## config.mk

```make
export PLATFORM = sky130hd
export DESIGN_NAME = alu_rr_sequencer
export DESIGN_NICKNAME = d
export VERILOG_FILES = /design/src/rtl/alu_rr_sequencer.sv
export SDC_FILE = /design/constraint.sdc
export NUM_CORES = 1
export LEC_CHECK = 0
export ABC_AREA = 1
export ABC_CLOCK_PERIOD_IN_PS = 3950
export CELL_PAD_IN_SITES_DETAIL_PLACEMENT = 2
export CELL_PAD_IN_SITES_GLOBAL_PLACEMENT = 2
export CORE_AREA = 2 2 62 123
export CTS_CLUSTER_DIAMETER = 150
export DETAILED_ROUTE_END_ITERATION = 10
export DIE_AREA = 0 0 64 125
export PLACE_DENSITY = 0.88
export SKIP_CTS_REPAIR_TIMING = 1
export SYNTH_ARGS = -nofsm -noshare
export SYNTH_HDL_FRONTEND = slang
export SYNTH_SLANG_ARGS = --single-unit
```

## constraint.sdc

```tcl
create_clock -name clk -period 3.95 [get_ports clk]
set_input_delay 1.185 -clock clk [delete_from_list [all_inputs] [get_ports clk]]
set_output_delay 1.185 -clock clk [all_outputs]
set_load 0.01 [all_outputs]
```

## src/rtl/alu_rr_sequencer.sv

```systemverilog
// rtl/alu_rr_sequencer.sv - two-requester round-robin sequencer for a shared combinational ALU
module alu_rr_sequencer #(
  parameter int CNT_W = 8
) (
  input  logic             clk,
  input  logic             rst_n,
  input  logic             req0_valid,
  input  logic [7:0]       req0_op,
  output logic             req0_ready,
  input  logic             req1_valid,
  input  logic [7:0]       req1_op,
  output logic             req1_ready,
  output logic [7:0]       alu_in,
  input  logic [7:0]       alu_out,
  output logic             rsp_valid,
  input  logic             rsp_ready,
  output logic [7:0]       rsp_data,
  output logic             rsp_id,
  output logic             busy,
  output logic [CNT_W-1:0] done0_cnt,
  output logic [CNT_W-1:0] done1_cnt
);

  typedef enum logic [1:0] {
    IDLE = 2'd0,
    EXEC = 2'd1,
    RESP = 2'd2
  } state_t;

  state_t state;
  state_t state_nxt;

  // rr_favour1 = 1 means requester 1 wins the next tie
  logic rr_favour1;
  logic grant_any;
  logic grant_id;
  logic accept;
  logic rsp_fire;

  // Pick a requester: a lone valid wins outright, a tie goes to the favoured side
  always_comb begin
    grant_any = 1'b0;
    grant_id  = 1'b0;
    if (req0_valid && req1_valid) begin
      grant_any = 1'b1;
      grant_id  = rr_favour1;
    end else if (req0_valid) begin
      grant_any = 1'b1;
      grant_id  = 1'b0;
    end else if (req1_valid) begin
      grant_any = 1'b1;
      grant_id  = 1'b1;
    end
  end

  // Next-state decode plus the handshake strobes; readies are forced low during reset
  always_comb begin
    state_nxt  = state;
    req0_ready = 1'b0;
    req1_ready = 1'b0;
    accept     = 1'b0;
    rsp_fire   = 1'b0;
    case (state)
      IDLE: begin
        if (rst_n && grant_any) begin
          accept     = 1'b1;
          req0_ready = ~grant_id;
          req1_ready = grant_id;
          state_nxt  = EXEC;
        end
      end
      EXEC: begin
        state_nxt = RESP;
      end
      RESP: begin
        if (rsp_ready) begin
          rsp_fire  = 1'b1;
          state_nxt = IDLE;
        end
      end
      default: begin
        state_nxt = IDLE;
      end
    endcase
  end

  // State register
  always_ff @(posedge clk or negedge rst_n) begin
    if (!rst_n) begin
      state <= IDLE;
    end else begin
      state <= state_nxt;
    end
  end

  assign busy = (state != IDLE);

  // Operand capture on accept, result capture after the single execute cycle
  always_ff @(posedge clk or negedge rst_n) begin
    if (!rst_n) begin
      alu_in     <= 8'h00;
      rsp_id     <= 1'b0;
      rr_favour1 <= 1'b0;
      rsp_data   <= 8'h00;
      rsp_valid  <= 1'b0;
    end else begin
      if (accept) begin
        alu_in     <= grant_id ? req1_op : req0_op;
        rsp_id     <= grant_id;
        rr_favour1 <= ~grant_id;
      end
      if (state == EXEC) begin
        rsp_data  <= alu_out;
        rsp_valid <= 1'b1;
      end else if (rsp_fire) begin
        rsp_valid <= 1'b0;
      end
    end
  end

  // Per-requester delivered-response counters, free-running wrap
  always_ff @(posedge clk or negedge rst_n) begin
    if (!rst_n) begin
      done0_cnt <= '0;
      done1_cnt <= '0;
    end else if (rsp_fire) begin
      if (rsp_id) begin
        done1_cnt <= done1_cnt + CNT_W'(1);
      end else begin
        done0_cnt <= done0_cnt + CNT_W'(1);
      end
    end
  end

endmodule

```

# Word-level counts from Yosys, hierarchy flattened
# Cells that the tools add are included.
# word_totals
reg_bits	37
input_bits	29
output_inout_bits	37
wordCells	43
# classes
addsub	2
eq_ne	4
n_mux	19
bitwise	2
n_reduce_logical	8
# op_table
op	count
8-bit by 1-bit adder with 8-bit output, second input constant	2
1-bit two-way mux	15
8-bit two-way mux	1
2-bit case mux with 3 select lines	1
2-bit AND reduction	3
2-bit two-way mux	2
2-bit != test, second input constant	2
2-bit nonzero test	2
2-bit by 1-bit == test with 1-bit output, second input constant	1
2-bit == test, second input constant	1
1-bit logical AND	2
2-bit zero test	1
1-bit inverter	2

# Logic depth before layout (Yosys ltp)
# Gate-level depths: netlist of the first run.
# depth
depth_word	6
depth_mapped	8
ltp_nobuf	8

# Least setup slack after synthesis of the first run
# No wires, ideal clock.
# synth_timing
path_kind	input port to output port
startpoint	in req0_valid
endpoint	out req1_ready
arrival_ps	1732
t_required_ps	2765
path_slack_ps	1033
path_stages	5
path_buffers	0
path_cell_list	nand2_1 -> nand2_2 -> clkinv_1 -> nand2_1 -> inv_1
# synth_via
elab_chain_len	5
word_cells_on_any_way	8
cone_classes	6 x mux; 2 x reduce/logical
# synth_rtl
element	line_no	text
start, declared	7	input logic req0_valid,
1-bit two-way mux or 1-bit logical AND (tied branches)	47, 44	
1-bit two-way mux	44	if (req0_valid && req1_valid) begin
1-bit logical AND	65	if (rst_n && grant_any) begin
1-bit two-way mux *	65	
1-bit two-way mux *	63	case (state)
end, declared	12	output logic req1_ready,
# Every way passes the cells marked *; elsewhere a longest branch is shown, timed or not.

# Worst setup path after layout of the first run
# layout_timing
startpoint	in req1_valid
endpoint	out req1_ready
# layout_via
elab_chain_len	6
word_cells_on_any_way	9
cone_classes	7 x mux; 2 x reduce/logical
# layout_rtl
element	line_no	text
start, declared	10	input logic req1_valid,
1-bit two-way mux	50	end else if (req1_valid) begin
1-bit two-way mux	47	end else if (req0_valid) begin
1-bit two-way mux	44	
1-bit logical AND	65	
1-bit two-way mux *	65	
1-bit two-way mux *	63	
# Marked as above.

==> impl_results.md, run 1 <==
* Status: completed
* Synth Cell Area at 1804 um^2
* Clk pin slew, worst setup/hold paths at 0.06 ns
* FF+latch count, synth at 37
* Mapped Cells at 233
* Multi-input gate area at 778.2 um^2
* H-Tree Depth at 2
* Hold path start: rsp_data[3]
* Vias in the first global route at 2,115
* DRT Pass-1 Iters at 3
* Max IR drop VDD at 309.6 uV
* Type of the most critical hold path: flop to flop
* Xor/xnor share of the synthesized area at 2.427%
* Hold slack at 0.4819 ns
* Synth top area share at 51.32%
* Vias per cell at 4.486
* Worst R2R End: alu_in[5]
* Final Cell Area at 2709 um^2
* Row count at 44
* Per-cell routed wire length at 14.35 um
* Largest family of logic cells by synthesized area: simple AND/OR/NAND/NOR gates
* Die area at 8000 um^2
* Adder-cell share of the synthesized area at 1.387%
* # IOs at 66
* Final Total Pwr at 1.628 mW
* Worst R2R Start: state[1]
* Largest net degree at the start of global routing at 38
* Clk_lat worst skew at 0.28 ns
* Die W at 64 um
* Global-route wire length before repair at 9901 um
* GRT Util Overall at 15.49%
* Multiplexer share of the synthesized area at 0%
* CP arrival at 2.69 ns
* Residual DRC at 0
* Starting Density at 25.41%
* Most used DFF post-synth: dfrtp_1
* Most frequent cells in the layout: 130 x nand2_1, 64 x clkdlybuf4s50_1, 37 x dfrtp_1
* P_leak at 1.295 nW
* WS Path Type: input port to output pin
* Grt ovf at 0
* Initial antenna violation count at 0
* Leading area contributor after synthesis: dfrtp_1
* Startpoint type of the worst setup path: input port
* Register Area at 925.9 um^2
* Fraction of layout cells with a size suffix above 1 at 7.492%
* Hold Path End: rsp_data[3]
* Area after DPL at 2565 um^2
* Unique masters post-synth at 21
* Dpl hpwl at 4581 um
* Iter 0 DRT Violations at 51
* R2R depth at 7
* Commonest non-fill, non-tap cell in the layout: nand2_1
* Clk_skew at 0.005110 ns
* Fin. Hold Viols at 0
* Routed wire length at 5724 um
* Setup Viol. Count Final at 0
* Post-place setup slack at 0.07757 ns
* Fillers at 811
* Post-synth EDFFs at 0
* CTS Root Cell: clkbuf_16
* CTS tree: done
* Post-synthesis compound-gate area fraction at 1.872%
* Minimum clock period at 3.880 ns
* Cts bufs inserted at 5
* Pins over their slew limit at 0
* Crit path required time at 2.76 ns
* Asr flop ratio synth at 100.0%
* Fmax at 257.8 MHz
* Hold Crit Depth at 2
* Period Utilization, post-route at 98.22%
* Die height at 125 um
* Total Nets Final at 337
* Core Footprint at 7102 um^2
* Worst-path fanout max at 4
* Critical Path Sink Type: output pin
* Via Count at 1,790
* Post-synthesis sequential area ratio at 51.32%
* Slew @ Worst Pin at 0.4808 ns
* Largest cells by area after synthesis: dfrtp_1 51%, nand2_1 27%, inv_1 3.5%, nand3_1 2.2%, nor2_4 1.9%
* Slack of the critical path at 0.07048 ns
* CTS Buffer Depth at 2
* Setup TNS at 0 ns
* Synth warn at 0
* Reg-to-reg setup timing slack at 2.67 ns
* Post-Syn Nets at 264
* Simple-gate portion of the synthesized area at 37.17%
* Buffers on Ports at 65
* Gpl congestion at 0.7431
* Power Density at 601.0 nW/um^2
* Ant. Diodes at 0
* Antenna viol nets, final at 0
* Num Clock Sinks at 37
* Total of max-cap violations at 0
* Slew headroom at 67.95%
* Syn_area_per_cell at 7.743 um^2
* Synthesis-to-finish area growth at 50.14%
## logic make-up (layout without fill, tap and decap cells)
kind of cell | Yosys count | after routing
AOI/OAI and AO/OA | 6 | 6
xor gates and xnor gates | 5 | 5
adders and majority gates | 2 | 2
buffers and inverters | 24 | 98
DFF | 37 | 37
and+or+nand+nor | 159 | 159
## metal layers
metal	global-route usage [%]	share of wire, %	routed length, um	vias up
met4	3.836	1.0	58	0
met2	28.80	54	3095	65
met3	5.396	8.7	499	4
met5	0	0	0	-
met1	16.04	36	2070	869
li1	-	-	-	852
## flip-flops by register name, summed over array words and instances (netlist names)
signal,cells
rsp_data,8
rsp_id,1
alu_in,8
done1_cnt,8
rsp_valid,1
rr_favour1,1
done0_cnt,8
state,2
## final cells by class
type                    count  share of cell area (%)
clock buffers               6                   4.758
clock inverters             2                  0.3695
inverters                  22                   3.048
multi-input cells         172                   28.73
flip-flops and latches     37                   34.18
well taps                  92                   4.249
repair buffers             68                   24.67
## cell usage after synthesis, types with 3 or more instances
cell type,n
dfrtp_1,37
inv_1,17
inv_2,4
nand2_1,130
nand3_1,8
nand3b_1,3
nand4_1,3
nor2_1,7
nor2_4,3
o21ai_0,4
xnor2_1,3
## worst max-delay path by stage
stage               startpoint          to  slack (ns)  depth (start not counted)
detailed placement  req1_valid  req1_ready        0.08                          6
CTS                 req1_valid  req1_ready        0.07                          6
floorplan           req0_valid  req1_ready        1.03                          5
global route        req1_valid  req1_ready      -0.008                          6
global placement    req1_valid  req1_ready        0.18                          6
finish              req1_valid  req1_ready        0.07                          6
## per-stage QoR
step,cells,utilization (%)
global placement,391,36.12
detailed placement,391,36.12
finish,399,38.14
CTS,399,38.07
floorplan,233,-
global route,399,38.14
## critical path, cell delays in order
cell and delay (ns):
clkdlybuf4s50_1 0.54, o21ai_1 0.12, nor2_4 0.13, nand2_1 0.10, inv_1 0.07, clkdlybuf4s50_1 0.55
## report_power, final
group,switching [mW],internal (mW),leakage (nW)
sequential,0.112,0.505,0.477
combinational,0.299,0.324,0.748
clock,0.156,0.232,0.0706
total,0.567,1.06,1.30
Power figures use the tool's default switching activity.
==> run 2: changes to the inputs <==
--- a/config.mk
+++ b/config.mk
@@ -15,6 +15,7 @@
 export DIE_AREA = 0 0 64 125
 export PLACE_DENSITY = 0.88
 export SKIP_CTS_REPAIR_TIMING = 1
+export SKIP_LAST_GASP = 1
 export SYNTH_ARGS = -nofsm -noshare
 export SYNTH_HDL_FRONTEND = slang
 export SYNTH_SLANG_ARGS = --single-unit
==> results of run 2 <==
Same layout as run 1: the final DEF is identical, and so are final timing and power.
==> run 3: changes to the inputs <==
--- a/config.mk
+++ b/config.mk
@@ -6,7 +6,6 @@
 export NUM_CORES = 1
 export LEC_CHECK = 0
 export ABC_AREA = 1
-export ABC_CLOCK_PERIOD_IN_PS = 3950
 export CELL_PAD_IN_SITES_DETAIL_PLACEMENT = 2
 export CELL_PAD_IN_SITES_GLOBAL_PLACEMENT = 2
 export CORE_AREA = 2 2 62 123
==> results of run 3 <==
Same layout as run 1: the final DEF is identical, and so are final timing and power.
